### src/rtl/vga_multi_image_compositor.sv
// vga_multi_image_compositor
//
// Generates 640x480 VGA timing from the 50 MHz system clock using a pixel-tick
// enable (every second clock). It reads NUM_IMG synchronous grayscale image
// memories and places the images side by side, left to right, on a background
// colour. The display mode is latched only at frame start, so a mode change
// never tears a frame.
//
// Ports
//   clk_50Mhz_in  system clock
//   reset         synchronous, active-high
//   mode          0 gray, 1 invert, 2 threshold, 3 gray with 1-pixel white border
//   threshold     level used by mode 2 (latched together with mode)
//   img_en        per-window enable; a disabled window shows BG_COLOR
//   img_adr       read address per image, slice k = image k
//   img_data      read data per image (32 bits each), valid 2 clocks after address
//   VGA_HS/VS     active-low syncs
//   VGA_R/G/B     colour
//   VGA_BLANK_N   high inside the active area
//   VGA_SYNC_N    constant 0
//   VGA_CLK       25 MHz pixel clock (the tick phase register)
//   frame_start   one-clock pulse when the counters enter (0,0)
module vga_multi_image_compositor #(
    parameter int NUM_IMG  = 2,
    parameter int IMG_W    = 256,
    parameter int IMG_H    = 256,
    parameter int ADR_W    = 16,
    parameter int PIX_W    = 8,
    parameter int X0       = 32,
    parameter int Y0       = 112,
    parameter int GAP      = 32,
    parameter int H_ACT    = 640,
    parameter int H_FP     = 16,
    parameter int H_SYNC   = 96,
    parameter int H_BP     = 48,
    parameter int V_ACT    = 480,
    parameter int V_FP     = 10,
    parameter int V_SYNC   = 2,
    parameter int V_BP     = 33,
    parameter logic [23:0] BG_COLOR = 24'h000000
) (
    input  logic                     clk_50Mhz_in,
    input  logic                     reset,
    input  logic [1:0]               mode,
    input  logic [7:0]               threshold,
    input  logic [NUM_IMG-1:0]       img_en,
    output logic [NUM_IMG*ADR_W-1:0] img_adr,
    input  logic [NUM_IMG*32-1:0]    img_data,
    output logic                     VGA_HS,
    output logic                     VGA_VS,
    output logic [7:0]               VGA_R,
    output logic [7:0]               VGA_G,
    output logic [7:0]               VGA_B,
    output logic                     VGA_BLANK_N,
    output logic                     VGA_SYNC_N,
    output logic                     VGA_CLK,
    output logic                     frame_start
);

    localparam int H_TOTAL = H_ACT + H_FP + H_SYNC + H_BP;
    localparam int V_TOTAL = V_ACT + V_FP + V_SYNC + V_BP;
    localparam int HW      = $clog2(H_TOTAL);
    localparam int VW      = $clog2(V_TOTAL);
    localparam int XW      = $clog2(IMG_W);
    localparam int YW      = $clog2(IMG_H);
    localparam int IW      = (NUM_IMG > 1) ? $clog2(NUM_IMG) : 1;

    logic          phase;
    logic          tick;
    logic [HW-1:0] h_cnt, h_nxt;
    logic [VW-1:0] v_cnt, v_nxt;
    logic          frame_wrap;
    logic [1:0]    mode_q;
    logic [7:0]    thr_q;

    // Stage 0 decode, evaluated on the counter values being entered this tick
    logic [31:0]          hx, vy;
    logic                 in_y;
    logic [YW-1:0]        loc_y;
    logic [NUM_IMG-1:0]   in_x;
    logic [XW-1:0]        loc_x [NUM_IMG];
    logic                 hit;
    logic [IW-1:0]        hit_idx;
    logic                 border;
    logic                 active, hs_raw, vs_raw;

    // Pipeline registers
    logic          s0_active, s0_hs, s0_vs, s0_hit, s0_border;
    logic [IW-1:0] s0_idx;
    logic          s1_active, s1_hs, s1_vs, s1_hit, s1_border;
    logic [7:0]    s1_pix;

    logic [31:0]        sel_word;
    logic [PIX_W+7:0]   pix_ext;
    logic [7:0]         pix_aligned;
    logic [23:0]        rgb_nxt;
    logic               unused_bits;

    assign tick       = phase;
    assign VGA_CLK    = phase;
    assign VGA_SYNC_N = 1'b0;

    // Next counter position. Stage 0 works on this value so that the outputs
    // for a position appear two ticks after the counters enter it.
    always_comb begin
        h_nxt      = h_cnt + 1'b1;
        v_nxt      = v_cnt;
        frame_wrap = 1'b0;
        if (h_cnt == HW'(H_TOTAL - 1)) begin
            h_nxt = '0;
            if (v_cnt == VW'(V_TOTAL - 1)) begin
                v_nxt      = '0;
                frame_wrap = 1'b1;
            end else begin
                v_nxt = v_cnt + 1'b1;
            end
        end
    end

    // Window hit, local coordinates, border flag, active area and raw syncs.
    // Windows never overlap, so at most one of them matches.
    always_comb begin
        hx      = 32'(h_nxt);
        vy      = 32'(v_nxt);
        in_y    = (vy >= Y0) && (vy < Y0 + IMG_H);
        loc_y   = YW'(vy - Y0);
        hit     = 1'b0;
        hit_idx = '0;
        border  = 1'b0;
        for (int k = 0; k < NUM_IMG; k++) begin
            in_x[k]  = (hx >= X0 + k * (IMG_W + GAP)) && (hx < X0 + k * (IMG_W + GAP) + IMG_W);
            loc_x[k] = XW'(hx - (X0 + k * (IMG_W + GAP)));
            if (in_x[k] && in_y) begin
                hit     = img_en[k];
                hit_idx = IW'(k);
                border  = (loc_x[k] == '0) || (loc_x[k] == XW'(IMG_W - 1)) ||
                          (loc_y == '0) || (loc_y == YW'(IMG_H - 1));
            end
        end
        active = (hx < H_ACT) && (vy < V_ACT);
        hs_raw = !((hx >= H_ACT + H_FP) && (hx < H_ACT + H_FP + H_SYNC));
        vs_raw = !((vy >= V_ACT + V_FP) && (vy < V_ACT + V_FP + V_SYNC));
    end

    // Tick phase, position counters, frame_start pulse and the mode latch.
    // Mode and threshold are captured on the same clock that enters (0,0).
    always_ff @(posedge clk_50Mhz_in) begin
        if (reset) begin
            phase       <= 1'b0;
            h_cnt       <= '0;
            v_cnt       <= '0;
            frame_start <= 1'b0;
            mode_q      <= 2'd0;
            thr_q       <= 8'h80;
        end else begin
            phase       <= ~phase;
            frame_start <= 1'b0;
            if (tick) begin
                h_cnt <= h_nxt;
                v_cnt <= v_nxt;
                if (frame_wrap) begin
                    frame_start <= 1'b1;
                    mode_q      <= mode;
                    thr_q       <= threshold;
                end
            end
        end
    end

    // Stage 0: image addresses are {local_y, local_x}; an address only moves
    // while its window is being scanned, otherwise it holds.
    always_ff @(posedge clk_50Mhz_in) begin
        if (reset) begin
            img_adr   <= '0;
            s0_active <= 1'b0;
            s0_hs     <= 1'b1;
            s0_vs     <= 1'b1;
            s0_hit    <= 1'b0;
            s0_border <= 1'b0;
            s0_idx    <= '0;
        end else if (tick) begin
            for (int k = 0; k < NUM_IMG; k++) begin
                if (in_x[k] && in_y) begin
                    img_adr[k*ADR_W +: ADR_W] <= ADR_W'({loc_y, loc_x[k]});
                end
            end
            s0_active <= active;
            s0_hs     <= hs_raw;
            s0_vs     <= vs_raw;
            s0_hit    <= hit;
            s0_border <= border;
            s0_idx    <= hit_idx;
        end
    end

    // Select the hit window's memory word and left-align its pixel bits.
    always_comb begin
        sel_word = '0;
        for (int k = 0; k < NUM_IMG; k++) begin
            if (s0_idx == IW'(k)) begin
                sel_word = img_data[k*32 +: 32];
            end
        end
        pix_ext     = {sel_word[PIX_W-1:0], 8'h00};
        pix_aligned = pix_ext[PIX_W+7 -: 8];
        unused_bits = ^sel_word[31:PIX_W];
    end

    // Stage 1: sample the returned pixel, one tick after its address was set.
    always_ff @(posedge clk_50Mhz_in) begin
        if (reset) begin
            s1_active <= 1'b0;
            s1_hs     <= 1'b1;
            s1_vs     <= 1'b1;
            s1_hit    <= 1'b0;
            s1_border <= 1'b0;
            s1_pix    <= 8'h00;
        end else if (tick) begin
            s1_active <= s0_active;
            s1_hs     <= s0_hs;
            s1_vs     <= s0_vs;
            s1_hit    <= s0_hit;
            s1_border <= s0_border;
            s1_pix    <= pix_aligned;
        end
    end

    // Colour for the latched mode; zero outside the active area, background
    // outside the windows (or inside a disabled one).
    always_comb begin
        rgb_nxt = 24'h000000;
        if (s1_active) begin
            if (!s1_hit) begin
                rgb_nxt = BG_COLOR;
            end else begin
                case (mode_q)
                    2'd0:    rgb_nxt = {s1_pix, s1_pix, s1_pix};
                    2'd1:    rgb_nxt = {~s1_pix, ~s1_pix, ~s1_pix};
                    2'd2:    rgb_nxt = (s1_pix >= thr_q) ? 24'hFFFFFF : 24'h000000;
                    default: rgb_nxt = s1_border ? 24'hFFFFFF : {s1_pix, s1_pix, s1_pix};
                endcase
            end
        end
    end

    // Stage 2: output registers, so syncs, blank and colour share one depth.
    always_ff @(posedge clk_50Mhz_in) begin
        if (reset) begin
            VGA_HS      <= 1'b1;
            VGA_VS      <= 1'b1;
            VGA_BLANK_N <= 1'b0;
            VGA_R       <= 8'h00;
            VGA_G       <= 8'h00;
            VGA_B       <= 8'h00;
        end else if (tick) begin
            VGA_HS      <= s1_hs;
            VGA_VS      <= s1_vs;
            VGA_BLANK_N <= s1_active;
            VGA_R       <= rgb_nxt[23:16];
            VGA_G       <= rgb_nxt[15:8];
            VGA_B       <= rgb_nxt[7:0];
        end
    end

endmodule

### config.mk
export PLATFORM = sky130hd
export DESIGN_NAME = vga_multi_image_compositor
export DESIGN_NICKNAME = d
export VERILOG_FILES = /design/src/rtl/vga_multi_image_compositor.sv
export SDC_FILE = /design/constraint.sdc
export NUM_CORES = 1
export LEC_CHECK = 0
export BUFFER_PORTS_ARGS = -buffer_cell sky130_fd_sc_hd__buf_2
export CAP_MARGIN = 0
export CORE_MARGIN = 2
export CORE_UTILIZATION = 53
export DETAILED_ROUTE_END_ITERATION = 10
export MAX_ROUTING_LAYER = met4
export PLACE_DENSITY = 0.88
export SLEW_MARGIN = 20
export SYNTH_ARGS = -nofsm -noshare
export SYNTH_HDL_FRONTEND = slang
export SYNTH_SLANG_ARGS = --single-unit
### constraint.sdc
create_clock -name clk_50Mhz_in -period 5.2 [get_ports clk_50Mhz_in]
set_clock_uncertainty 0.2 [all_clocks]
set_input_delay 0.26 -clock clk_50Mhz_in [delete_from_list [all_inputs] [get_ports clk_50Mhz_in]]
set_output_delay 0.26 -clock clk_50Mhz_in [all_outputs]
set_load 0.005 [all_outputs]
==> results.yml <==
outcome:
  status: "completed"
die:
  core_area_um2: 9330
  fp-row-count: 35
  die_h_um: 102
  die_width_um: 102
  io_pins: 140
  initial_core_util_pct: 55.1
  dieArea_um2: 10500
cells_and_area:
  share_of_layout_cells_above_drive_strength_1_pct: 18.5
  area.growth.synth_to_final_pct: 12.2
  final_area_um2: 5760
  nFillCells: 817
  design.final.nets: 768
  antenna_cells_inserted: 0
route:
  first_iter_violations: 317
  route.antenna.remaining_nets: 0
  route.detailed.vias_per_inst: 5.76
  remaining_drc_errors: 0
  post_drt_wl_per_cell_um: 15.7
  dr.pass1.iters: 5
  routed-via-count: 4617
  routed_wirelength_um: 12600
logic_synthesis:
  synth_edf_count: 0
  synthDominantAreaCellType: "dfxtp_1"
  synth.distinct_cells: 63
  synthesis.area_um2: 5140
  synth_area_leaders: "dfxtp_1 (37%), mux2i_1 (9.0%), ha_1 (5.6%), nor2_1 (5.4%), nand2_1 (4.0%)"
  most_numerous_cell_in_the_yosys_netlist: "dfxtp_1"
  post_synth_top_flop: "dfxtp_1"
  synthesis.instances: 611
  synth-async-reset-ratio_pct: 0
  syn-num-nets: 712
  synth.yosys.seq_area_share_pct: 36.6
  yosysWarnings: 0
  yosys-top-cells-count: "dfxtp_1 (94), nor2_1 (74), nand2_1 (55)"
  synth_area_per_cell_um2: 8.41
  synth_seq_cells: 94
  yosys.area.top_type_share_pct: 36.6
placed_design:
  total_of_buffers_placed_on_input_and_output_ports: 90
  post-place-ws_ps: 841
  gp_routability_congestion: 0.908
  place.detailed.hpwl_um: 8820
  placed_cell_area_um2: 5460
setup_path:
  critical-path-max-stage-delay_ps: 530
  r2r_end: "img_adr[28]$_SDFFE_PP0P_"
  cp_num_buf_inv: 2
  critPathArrivalTime_ps: 4580
  worst_ep_required_time_ps: 5220
  r2r-start: "h_cnt[0]$_SDFFE_PP0P_"
  crit_fanout: 18
  worst-r2r-cell-count: 13
  cpLargestDelayFamily: "simple AND/OR/NAND/NOR gates"
  crit_path_frequent_cell: "ha_1"
  critical_path.startpoint_type: "flop"
  setup.worst_path.class: "reg -> reg"
  critical_path.endpoint_type: "flop"
  timing.critical_path.cells: "ha_1, nand4_1, nor3_2, buf_4, a21oi_1, inv_1, ha_1, nand2_1, o41ai_1, a22o_1, nand3_2, mux2i_1, nor2_1"
  critical_path.slowest_cell: "nand3_2"
  rrSetupSlack_ps: 650
global_route:
  grt_max_degree: 88
  antenna_violations_before_repair: 0
  globalRouteTotalUtil_pct: 25.3
  gr-total-overflow: 0
  grt_pass1_vias: 4409
  grt_pass1_wl_um: 20500
flow_run:
  cap_viol_max_count: 0
timing:
  worstMarginPinSlew_ps: 868
  finalHoldViolCount: 0
  timing.final.crit_period_ps: 4550
  slew_headroom_pct: 42.1
  grt_setup_unrepaired: "false"
  totalNegativeSetupSlack_ps: 0
  slew_violations: 0
  finalSetupViolations: 0
  layout_setup_ws_ps: 645
  final_min_period_over_clock_period_pct: 87.6
  fmax_mhz: 220
worst_hold_path:
  worst_hold_path.endpoint: "s1_pix[0]$_SDFFE_PP0P_"
  holdCritStartpoint: "img_data[0]"
  hold_depth: 3
  holdCritPathClass: "in -> reg"
clock_network:
  clock_tree.root_cell: "clkbuf_8"
  numCtsBuffers: 9
  tritoncts: "yes"
  insertion_delay_ps: 370
  cts_sinks: 94
  worst_setup_hold_path_clk_slew_ps: 100
  clock_path_buffers: 2
  cts-htree-levels: 3
power_and_ir_drop:
  power-per-cell-area_nw_per_um2: 240
  ir_drop_mv: 0.185
  leakagePower_uw: 0.00251
## registers in the layout, indices dropped and copies added, names as in the netlist
register / flops
VGA_BLANK_N: 1
v_cnt: 10
h_cnt: 10
s0_active: 1
frame_start: 1
s0_hit: 1
VGA_HS: 1
img_adr: 32
s0_hs: 1
mode_q: 2
s1_active: 1
s1_border: 1
s0_border: 1
VGA_VS: 1
thr_q: 8
s0_vs: 1
s1_vs: 1
s1_hs: 1
s0_idx: 1
VGA_R: 8
VGA_CLK: 1
s1_hit: 1
s1_pix: 8
## layer usage
metal	GRT usage (%)	up-vias	routed length, um
li1	-	2220	-
met1	28.8	2131	5210
met2	43.0	229	6220
met3	4.58	37	805
met4	11.7	0	359
met5	-	-	0
## placed cells by master (no fill, tap or decap), drive strengths merged, types with 19 or more instances in the layout
| cell type | Yosys | layout |
|---|---|---|
| o21ai | 19 | 19 |
| a21oi | 33 | 33 |
| nand2 | 55 | 55 |
| buf | 31 | 95 |
| nor2 | 74 | 74 |
| a211oi | 21 | 21 |
| dfxtp | 94 | 94 |
| mux2i | 46 | 46 |
| ha | 23 | 23 |
| inv | 24 | 25 |
## tightest hold or removal path: stages
cell and delay, ps:
buf_2 100, mux2i_1 110, a211oi_1 90
## through the flow
stage                     util, %  std cells  total power [uW]  hold WS [ps]
after detailed placement     58.5        775               902           244
after global placement       58.5        775               895           234
after floorplan                 -        611               860           178
after CTS                    61.7        801              1380          35.1
final                        61.8        801              1390          41.6
after global routing         61.8        801              1430          55.3
## logic make-up (layout without fill, tap and decap cells)
| logic type | Yosys count | in the layout | share of synthesized area, % |
|---|---|---|---|
| flops | 94 | 94 | 36.6 |
| fa+ha+maj | 23 | 23 | 5.60 |
| simple gates | 225 | 225 | 21.7 |
| compound gates | 114 | 114 | 14.5 |
| xor+xnor | 21 | 21 | 3.99 |
| buf+inv | 86 | 147 | 8.28 |
| mux | 47 | 47 | 9.25 |
| other cells | 1 | 1 | 0.0730 |
## worst max-delay path by stage
stage	startpoint	to	slack, ps	cells after the start
after floorplan	h_cnt[0]$_SDFFE_PP0P_	s0_hit$_SDFFE_PP0P_	1440	13
after global placement	h_cnt[0]$_SDFFE_PP0P_	s0_hit$_SDFFE_PP0P_	940	12
after detailed placement	h_cnt[0]$_SDFFE_PP0P_	img_adr[28]$_SDFFE_PP0P_	840	13
after CTS	h_cnt[0]$_SDFFE_PP0P_	s0_hit$_SDFFE_PP0P_	750	13
after global routing	h_cnt[0]$_SDFFE_PP0P_	img_adr[29]$_SDFFE_PP0P_	340	13
final	h_cnt[0]$_SDFFE_PP0P_	img_adr[28]$_SDFFE_PP0P_	650	13
## where the power goes
part | switching, uW | internal, uW | total (uW)
Sequential | 22.5 | 736 | 758
Clock | 265 | 225 | 490
Combinational | 80.6 | 56.6 | 137
## repair_timing
action,in CTS,in global routing
hold endpoints to repair,10,0
resized for setup,0,0
setup buffers,0,0
hold buffers,10,0
## layout make-up
type / instances / area, um2 / share of cell area (%)
multi-input cells: 431 / 2840 / 49.2
clock inverters: 6 / 70.1 / 1.22
repair buffers: 105 / 588 / 10.2
inverters: 26 / 97.6 / 1.69
well taps: 129 / 161 / 2.80
flip-flops and latches: 94 / 1880 / 32.7
clock buffers: 10 / 128 / 2.21
Note: power is estimated with default switching activity, not from simulation.
